`config.mk`:
```
export PLATFORM = sky130hd
export DESIGN_NAME = sram_ctrl_flat
export DESIGN_NICKNAME = d
export VERILOG_FILES = /design/src/rtl/sram_ctrl_if.sv /design/src/rtl/sram_ctrl.sv /design/src/flat_wrapper.sv
export SDC_FILE = /design/constraint.sdc
export NUM_CORES = 1
export LEC_CHECK = 0
export BUFFER_PORTS_ARGS = -buffer_cell sky130_fd_sc_hd__buf_2
export CAP_MARGIN = 0
export CORE_ASPECT_RATIO = 0.75
export CORE_UTILIZATION = 43
export CTS_CLUSTER_DIAMETER = 30
export CTS_CLUSTER_SIZE = 30
export DETAILED_ROUTE_END_ITERATION = 6
export GPL_ROUTABILITY_DRIVEN = 0
export GPL_TIMING_DRIVEN = 0
export PLACE_DENSITY = 0.79
export SKIP_CTS_REPAIR_TIMING = 1
export SLEW_MARGIN = 20
export SYNTH_ARGS = -nofsm -noshare
export SYNTH_HDL_FRONTEND = slang
export SYNTH_SLANG_ARGS = --single-unit
```
`constraint.sdc`:
```
create_clock -name clk -period 1.7 [get_ports clk]
set_clock_uncertainty 0.05 [all_clocks]
set_input_delay 0.17 -clock clk [delete_from_list [all_inputs] [get_ports clk]]
set_output_delay 0.17 -clock clk [all_outputs]
set_load 0.02 [all_outputs]
```
`src/rtl/sram_ctrl_if.sv`:
```
// MEM-stage data-memory request/response bundle.
// The MEM stage is the master and the SRAM controller responds as the slave.
interface sram_ctrl_if;
    logic [31:0] mem_addr_i;
    logic [31:0] mem_wdata_i;
    logic        mem_we_i;
    logic        mem_re_i;
    logic [3:0]  mem_mask_i;
    logic [31:0] mem_rdata_o;
    logic        mem_stall_o;

    modport master (
        output mem_addr_i, mem_wdata_i, mem_we_i, mem_re_i, mem_mask_i,
        input  mem_rdata_o, mem_stall_o
    );

    modport slave (
        input  mem_addr_i, mem_wdata_i, mem_we_i, mem_re_i, mem_mask_i,
        output mem_rdata_o, mem_stall_o
    );
endinterface

```
`src/rtl/sram_ctrl.sv`:
```
// Asynchronous-SRAM controller: turns MEM-stage requests into timed read/write cycles.
// The controller stalls MEM until each cycle completes.
//
// state | meaning
// IDLE  | waiting for a request; accepts and latches addr/mask/wdata
// READ  | oe_n low for RD_WAIT cycles, data captured on the last edge
// WRITE | we_n low for WR_WAIT cycles plus one data-hold cycle
// DONE  | one cycle of no strobes and no stall; read data valid
module sram_ctrl #(
    parameter int ADDR_W  = 20,
    parameter int RD_WAIT = 2,
    parameter int WR_WAIT = 2
) (
    input  logic              clk,
    input  logic              rst,
    sram_ctrl_if.slave        mem,
    output logic [ADDR_W-1:0] sram_addr_o,
    output logic [31:0]       sram_data_o,
    output logic              sram_data_oe,
    input  logic [31:0]       sram_data_i,
    output logic              sram_ce_n,
    output logic              sram_oe_n,
    output logic              sram_we_n,
    output logic [3:0]        sram_be_n
);

    localparam int CNT_MAX = (RD_WAIT > WR_WAIT + 1) ? RD_WAIT : WR_WAIT + 1;
    localparam int CNT_W   = $clog2(CNT_MAX + 1);

    typedef enum logic [1:0] {IDLE, READ, WRITE, DONE} state_t;

    state_t           state;
    state_t           state_nxt;
    logic [CNT_W-1:0] cnt;
    logic [3:0]       mask_q;
    logic [31:0]      rdata_q;
    logic             accept;
    logic             cnt_tc;
    logic             unused_addr_bits;

    assign accept           = (state == IDLE) && (mem.mem_we_i || mem.mem_re_i);
    assign cnt_tc           = (cnt == '0);
    assign unused_addr_bits = ^{mem.mem_addr_i[31:ADDR_W+2], mem.mem_addr_i[1:0]};
    assign mem.mem_rdata_o  = rdata_q;

    always_ff @(posedge clk) begin
        if (rst) state <= IDLE;
        else     state <= state_nxt;
    end

    always_comb begin
        state_nxt       = state;
        mem.mem_stall_o = 1'b0;
        sram_ce_n       = 1'b1;
        sram_oe_n       = 1'b1;
        sram_we_n       = 1'b1;
        sram_be_n       = 4'hF;
        sram_data_oe    = 1'b0;
        case (state)
            IDLE: begin
                if (accept) begin
                    mem.mem_stall_o = 1'b1;
                    state_nxt       = mem.mem_we_i ? WRITE : READ;
                end
            end
            READ: begin
                mem.mem_stall_o = 1'b1;
                sram_ce_n       = 1'b0;
                sram_oe_n       = 1'b0;
                sram_be_n       = ~mask_q;
                if (cnt_tc) state_nxt = DONE;
            end
            WRITE: begin
                mem.mem_stall_o = 1'b1;
                sram_ce_n       = 1'b0;
                sram_data_oe    = 1'b1;
                sram_be_n       = ~mask_q;
                // last WRITE cycle releases we_n while data is still driven
                sram_we_n       = cnt_tc;
                if (cnt_tc) state_nxt = DONE;
            end
            DONE:    state_nxt = IDLE;
            default: state_nxt = IDLE;
        endcase
    end

    always_ff @(posedge clk) begin
        if (rst) begin
            cnt         <= '0;
            mask_q      <= 4'h0;
            sram_addr_o <= '0;
            sram_data_o <= 32'h0;
            rdata_q     <= 32'h0;
        end else begin
            if (accept) begin
                sram_addr_o <= mem.mem_addr_i[ADDR_W+1:2];
                mask_q      <= mem.mem_mask_i;
                sram_data_o <= mem.mem_wdata_i;
                cnt         <= mem.mem_we_i ? CNT_W'(WR_WAIT) : CNT_W'(RD_WAIT - 1);
            end else if ((state == READ || state == WRITE) && !cnt_tc) begin
                cnt <= cnt - CNT_W'(1);
            end
            if (state == READ && cnt_tc) rdata_q <= sram_data_i;
        end
    end

endmodule

```
`src/flat_wrapper.sv`:
```
// flat-port wrapper written by rule: the top's interface ports become plain ports
module sram_ctrl_flat 
#(
    parameter int ADDR_W  = 20,
    parameter int RD_WAIT = 2,
    parameter int WR_WAIT = 2
)
  (clk, rst, sram_addr_o, sram_data_o, sram_data_oe, sram_data_i, sram_ce_n, sram_oe_n, sram_we_n, sram_be_n, mem_mem_addr_i, mem_mem_wdata_i, mem_mem_we_i, mem_mem_re_i, mem_mem_mask_i, mem_mem_rdata_o, mem_mem_stall_o);
  sram_ctrl_if mem_i ();
  input  logic clk;
  input  logic rst;
  output logic [ADDR_W-1:0] sram_addr_o;
  output logic [31:0] sram_data_o;
  output logic sram_data_oe;
  input  logic [31:0] sram_data_i;
  output logic sram_ce_n;
  output logic sram_oe_n;
  output logic sram_we_n;
  output logic [3:0] sram_be_n;
  input wire logic [$bits(mem_i.mem_addr_i)-1:0] mem_mem_addr_i;
  input wire logic [$bits(mem_i.mem_wdata_i)-1:0] mem_mem_wdata_i;
  input wire logic [$bits(mem_i.mem_we_i)-1:0] mem_mem_we_i;
  input wire logic [$bits(mem_i.mem_re_i)-1:0] mem_mem_re_i;
  input wire logic [$bits(mem_i.mem_mask_i)-1:0] mem_mem_mask_i;
  output wire logic [$bits(mem_i.mem_rdata_o)-1:0] mem_mem_rdata_o;
  output wire logic [$bits(mem_i.mem_stall_o)-1:0] mem_mem_stall_o;
  assign mem_i.mem_addr_i = mem_mem_addr_i;
  assign mem_i.mem_wdata_i = mem_mem_wdata_i;
  assign mem_i.mem_we_i = mem_mem_we_i;
  assign mem_i.mem_re_i = mem_mem_re_i;
  assign mem_i.mem_mask_i = mem_mem_mask_i;
  assign mem_mem_rdata_o = mem_i.mem_rdata_o;
  assign mem_mem_stall_o = mem_i.mem_stall_o;
  sram_ctrl #(.ADDR_W(ADDR_W), .RD_WAIT(RD_WAIT), .WR_WAIT(WR_WAIT)) u_core (.clk(clk), .rst(rst), .mem(mem_i), .sram_addr_o(sram_addr_o), .sram_data_o(sram_data_o), .sram_data_oe(sram_data_oe), .sram_data_i(sram_data_i), .sram_ce_n(sram_ce_n), .sram_oe_n(sram_oe_n), .sram_we_n(sram_we_n), .sram_be_n(sram_be_n));
endmodule
```
### Word-level counts from Yosys, hierarchy flattened

Index checks and enable logic that the tools add are counted.
W data, S select, Z words.

* output and inout bits: 93
* input port bits: 104
* logic and storage cells: 37
* register bits after elaboration: 92

* equality and inequality tests: 5
* reduce and logical (&&, ||, !) cells: 11
* multiplexer cells: 13
* bitwise logic cells: 1
* add/sub/neg operators: 1

Operators by type and width (count)
* $mux W2: 5
* $pmux W2 S3: 1
* $mux W1: 5
* $eq A2 B2 Y1 const B: 2
* $logic_not A2 Y1: 2
* $mux W4: 1
* $ne A2 B1 Y1 const B: 2
* $not A4 Y4: 1
* $logic_and A1 B1 Y1: 3
* $eq A2 B1 Y1 const B: 1
* $logic_or A1 B1 Y1: 2
* $pmux W1 S2: 1
* $reduce_and A2 Y1: 1
* $reduce_bool A2 Y1: 1
* $reduce_or A2 Y1: 1
* $sub A2 B1 Y2 const B: 1
* $logic_not A1 Y1: 1

### Longest topological paths before layout

* depth in word-level cells: 5
* depth in mapped cells: 8
* depth with buffers taken out: 5

### Least setup slack after synthesis

OpenSTA, ideal clock, no wires.

* path kind: register to output
* start: register u_core.state[0]
* end: output port mem_mem_stall_o
* arrival time: 1.409 ns
* required time: 1.480 ns
* slack: 0.071 ns
* cell stages (with the launch flop): 8
* buffers on the path: 3
* path through: dfxtp_1 inv_1 ha_1 buf_4 o21ai_2 buf_4 buf_6 a21oi_1

* longest elaborated chain between the ends: 4
* elaborated cells on any way between the ends: 7
* those cells by class: eq/ne (2); mux (2); reduce/logical (3)

RTL lines
* start, declared: RTL line sram_ctrl.sv:32 `state_t state;`
* start signal, assigned: RTL line sram_ctrl.sv:48 `else state <= state_nxt;`
* $logic_not A2 Y1: RTL line sram_ctrl.sv:41, sram_ctrl.sv:59
* $logic_and A1 B1 Y1: RTL line sram_ctrl.sv:41 `assign accept = (state == IDLE) && (mem.mem_we_i || mem.mem_re_i);`
* $mux W1: RTL line sram_ctrl.sv:61 `if (accept) begin`
* $pmux W1 S2 *: RTL line sram_ctrl.sv:59 `case (state)`
* end, declared: RTL line flat_wrapper.sv:26 `output wire logic [$bits(mem_i.mem_stall_o)-1:0] mem_mem_stall_o;`

Mark *: on every way between the ends. The rest lies on a longest branch, timed or not.

### Worst setup path in the final report

Same ends and word-level chain as after synthesis.

==> results by stage <==
Die:
- The initial utilization of the core area, before any placement, comes to 45.33%.
- During I/O placement, the number of pins put on the boundary was 197.
- The floorplan die area is 8269 um^2.
- The cell row count is 27.
- In this run the vertical extent of the chip is 79 um.
- The area of the core is 7500 um^2.
- The die width is 104.7 um.

Worst hold path:
- Along the worst hold path, the cell count comes to 3.
- The path with the worst hold slack has its endpoint at u_core.sram_data_o[4]$_SDFFE_PP0P_.
- The path class of the tightest hold or removal check is primary input to register.
- The worst hold path begins at mem_mem_wdata_i[4].

Drt:
- After detailed routing, the average wire length per cell comes to 12.64 um.
- For this block, the routed nets add up to 9771 um of wire.
- The vias after detailed routing is 3,622.
- The final antenna-violating net count is 0.
- For this run, design rule violations remaining after detail routing come to 0.
- After detailed routing, the number of vias per cell comes to 4.686.
- The length of the first detailed-routing pass in iterations is 4.
- For this block, the initial DRC count from the detailed router was 157.

Power:
- VDD sags by at most 0.7853 mV.
- In this run the static leakage power is 0.002416 uW.
- The power density over the cells is 1564 nW/um^2.

GRT:
- The first global-routing pass estimated 13,860 um of wire.
- The initial antenna violation count came to 0.
- The largest net degree at the start of global routing is 16.
- The total track usage is 20.95%.
- The number of global-route vias before repair is 3,099.
- The overall overflow remaining after global route is 0.

Logic synthesis:
- The largest total area in the synthesized netlist belongs to sky130_fd_sc_hd__dfxtp_1.
- The most numerous cell in the Yosys netlist is sky130_fd_sc_hd__nand2_1.
- After technology mapping, the gate count stands at 429.
- Synthesis produced a netlist with a net count of 539.
- Each instance of the synthesized netlist takes up on average 7.924 um^2.
- The number of library cell types mapped by synthesis is 22.
- Sequential elements use 54.18% of the synthesized area.
- For this run, asynchronously set or reset flops after synthesis account for 0%.
- Ranked by instance count, the synthesized netlist is headed by sky130_fd_sc_hd__nand2_1 (183), sky130_fd_sc_hd__a21oi_1 (93), sky130_fd_sc_hd__dfxtp_1 (92).
- The count of state elements after synthesis is 92.
- The proportion of netlist area held by the largest area contributor is 54.18%.
- The count of yosys warnings during synthesis is 0.
- For this run, the leading register cell type out of synthesis is sky130_fd_sc_hd__dfxtp_1.
- By area the synthesized netlist is led by sky130_fd_sc_hd__dfxtp_1 (54%), sky130_fd_sc_hd__nand2_1 (20%), sky130_fd_sc_hd__a21oi_1 (14%).
- Summing every instance area after synthesis gives 3400 um^2.
- The synthesized design contains 0 enable-type register cells.

Clock network:
- The clock net in this run drives a total of 92 sinks.
- In this run the number of H-tree levels came out at 3.
- The number of clock buffers added by TritonCTS is 9.
- The clock tree from TritonCTS is built.
- The clock tree buffer depth is 2.
- The clock reaches the later pin of the worst-skew pair after 0.33 ns.
- The clock edge transition at the registers on the reported setup and hold paths is 0.09 ns.
- The root buffer cell is sky130_fd_sc_hd__clkbuf_8.

Critical path:
- The slowest stage of the critical path is the sky130_fd_sc_hd__dfxtp_4 cell.
- The critical path launch point type is a register.
- The critical path's largest stage delay is 0.37 ns.
- The worst register-to-register path has a depth of 9.
- The kind of end point of the critical path is a primary output.
- The endpoint required time on the critical path is 1.48 ns.
- For the worst setup path, the data arrival time is 1.47 ns.
- The sum of buffers and inverters on the critical path is 4.
- On the critical path the largest part of the delay comes from buffers and inverters.
- The maximum fanout along the worst path is 6.
- Traced cell by cell, the critical path runs through inv_4 -> ha_4 -> buf_6 -> o21ai_4 -> buf_8 -> a21oi_2 -> buf_4.
- In this run the critical register-to-register path is launched from u_core.state[0]$_SDFFE_PP0P_.
- The worst setup path is of the register to primary output kind.
- The register-to-register setup slack is 0.13 ns.
- The endpoint of the lowest-slack register-to-register path is u_core.mask_q[0]$_SDFFE_PP0P_.

Cells and area:
- Summing all flip-flop and latch instances after layout gives 1849 um^2.
- Summing all multi-input logic gate instances after layout gives 1369 um^2.
- The number of fill cells in the layout is 627.
- Leaving out filler cells and counting taps, the final layout contains 773.
- The share of layout cells above drive strength 1 is 34.82%.
- The net count of the finished layout is 777.
- The antenna diode count is 0.
- After routing the design area is 5095 um^2.
- From synthesis to final layout, the design area changed by 49.87%.

Timing:
- The final number of hold-violating endpoints is 0.
- The final period demand of the worst path is 1.694 ns.
- Setup repair after global routing could not meet its margin everywhere.
- The worst-margin pin slew is 0.6007 ns.
- In this run the tightest slew margin relative to its limit is 59.95%.
- The final period utilization is 99.64%.
- Setup violations remaining at the end of the flow were counted as 0.
- The highest clock frequency the design can meet is 590.4 MHz.
- The final-report max-slew violation count is 0.

Flow run:
- Across the run, the number of max-cap violations was 0.

Place:
- Summing all placed instances gives a cell area of 4442 um^2.
- The number of buffer cells added on primary ports is 183.
- The cell count after placement is 713.
- The placed wire-length estimate after detailed placement is 6959 um.

Status:
- The flow ran to the end, and the final reports show no timing, DRC or antenna violations.
-- through the flow --
stage	setup slack [ns]	util [%]	total power (uW)	TNS [ns]	hold WS [ns]
floorplan	0.07128	-	5207	0	0.2312
global placement	-0.01410	59.23	6139	-0.01410	0.3603
detailed placement	-0.02863	59.23	6239	-0.02863	0.3651
CTS	-0.4165	61.61	7547	-1.066	-0.01624
global route	-0.05202	67.93	8529	-0.05202	0.0005002
finish	0.006188	67.93	7968	0	0.0009821
-- how the worst max path moves through the flow --
| stage | start | end | slack, ns | cells past startpoint |
|---|---|---|---|---|
| final | u_core.state[0]$_SDFFE_PP0P_ | mem_mem_stall_o | 0.006 | 7 |
| after global routing | u_core.state[0]$_SDFFE_PP0P_ | mem_mem_stall_o | -0.05 | 7 |
| after CTS | u_core.state[0]$_SDFFE_PP0P_ | mem_mem_stall_o | -0.42 | 8 |
| after detailed placement | u_core.state[0]$_SDFFE_PP0P_ | mem_mem_stall_o | -0.03 | 8 |
| after global placement | u_core.state[0]$_SDFFE_PP0P_ | mem_mem_stall_o | -0.01 | 8 |
| after floorplan | u_core.state[0]$_SDFFE_PP0P_ | mem_mem_stall_o | 0.07 | 7 |
-- sequential cells by signal, indices dropped and copies added (netlist names) --
signal	count
u_core.sram_data_o	32
u_core.state	2
u_core.mem.mem_rdata_o	32
u_core.cnt	2
u_core.sram_addr_o	20
u_core.mask_q	4
-- routing by layer --
metal	share of wire, %	GRT usage, %	up-vias	routed length (um)
li1	-	-	1847	-
met1	44	25.99	1642	4295
met2	49	35.23	127	4799
met3	6.3	6.486	6	615
met4	0.62	6.197	0	61
met5	0	0	-	0
-- cell families after synthesis --
family,synth area share (%)
AND/OR/NAND/NOR,22.05
flip-flops,54.18
adder cells (fa/ha/maj),2.208
buffers and inverters,6.257
AO/OA/AOI/OAI,15.05
XOR/XNOR,0.2577
-- layout by cell type (no fill, tap or decap) --
| cell type | synthesis | routed |
|---|---|---|
| sky130_fd_sc_hd__buf_2 | 8 | 191 |
| sky130_fd_sc_hd__nand2_1 | 183 | 183 |
| sky130_fd_sc_hd__a21oi_1 | 93 | 92 |
| sky130_fd_sc_hd__dfxtp_1 | 92 | 90 |
| sky130_fd_sc_hd__dlygate4sd3_1 | 0 | 33 |
| sky130_fd_sc_hd__clkbuf_1 | 10 | 11 |
| sky130_fd_sc_hd__buf_4 | 2 | 11 |
| sky130_fd_sc_hd__clkbuf_8 | 0 | 10 |
| sky130_fd_sc_hd__buf_6 | 7 | 7 |
| sky130_fd_sc_hd__inv_1 | 8 | 6 |
| sky130_fd_sc_hd__ha_1 | 6 | 5 |
| sky130_fd_sc_hd__nand2b_1 | 4 | 4 |
| sky130_fd_sc_hd__buf_1 | 3 | 3 |
| sky130_fd_sc_hd__nor3_1 | 3 | 3 |
| sky130_fd_sc_hd__inv_4 | 0 | 2 |
| sky130_fd_sc_hd__clkinv_4 | 0 | 2 |
| sky130_fd_sc_hd__clkinvlp_4 | 0 | 2 |
| sky130_fd_sc_hd__dfxtp_4 | 0 | 2 |
| sky130_fd_sc_hd__o21ai_4 | 0 | 1 |
| sky130_fd_sc_hd__buf_8 | 0 | 1 |
| sky130_fd_sc_hd__a21oi_2 | 0 | 1 |
| sky130_fd_sc_hd__and2_1 | 1 | 1 |
| sky130_fd_sc_hd__a21boi_0 | 1 | 1 |
| sky130_fd_sc_hd__o21a_2 | 1 | 1 |
| sky130_fd_sc_hd__and2b_1 | 1 | 1 |
| sky130_fd_sc_hd__xnor2_1 | 1 | 1 |
| sky130_fd_sc_hd__a221oi_1 | 1 | 1 |
| sky130_fd_sc_hd__o21ai_0 | 1 | 1 |
| sky130_fd_sc_hd__a211oi_1 | 1 | 1 |
| sky130_fd_sc_hd__or3b_1 | 1 | 1 |
| sky130_fd_sc_hd__ha_4 | 0 | 1 |
| sky130_fd_sc_hd__clkinv_2 | 0 | 1 |
| sky130_fd_sc_hd__clkbuf_16 | 0 | 1 |
-- where the power goes --
group / switching (uW) / internal, uW
sequential: 254 / 2660
combinational: 2220 / 1520
clock: 736 / 575
total: 3210 / 4750
-- worst min-delay path, cell delays in order --
cell	delay (ns)
sky130_fd_sc_hd__buf_2	0.09
sky130_fd_sc_hd__nand2_1	0.04
sky130_fd_sc_hd__a21oi_1	0.05
-- final cells by class --
class | instances | share of cell area (%)
Buffer | 29 | 3.585
Clock buffer | 11 | 2.775
Clock inverter | 5 | 0.7367
Inverter | 8 | 0.6876
Multi-Input combinational cell | 299 | 26.87
Sequential cell | 92 | 36.30
Tap cell | 101 | 2.480
Timing Repair Buffer | 228 | 26.57
No activity file was read; power rests on OpenSTA's default activity.
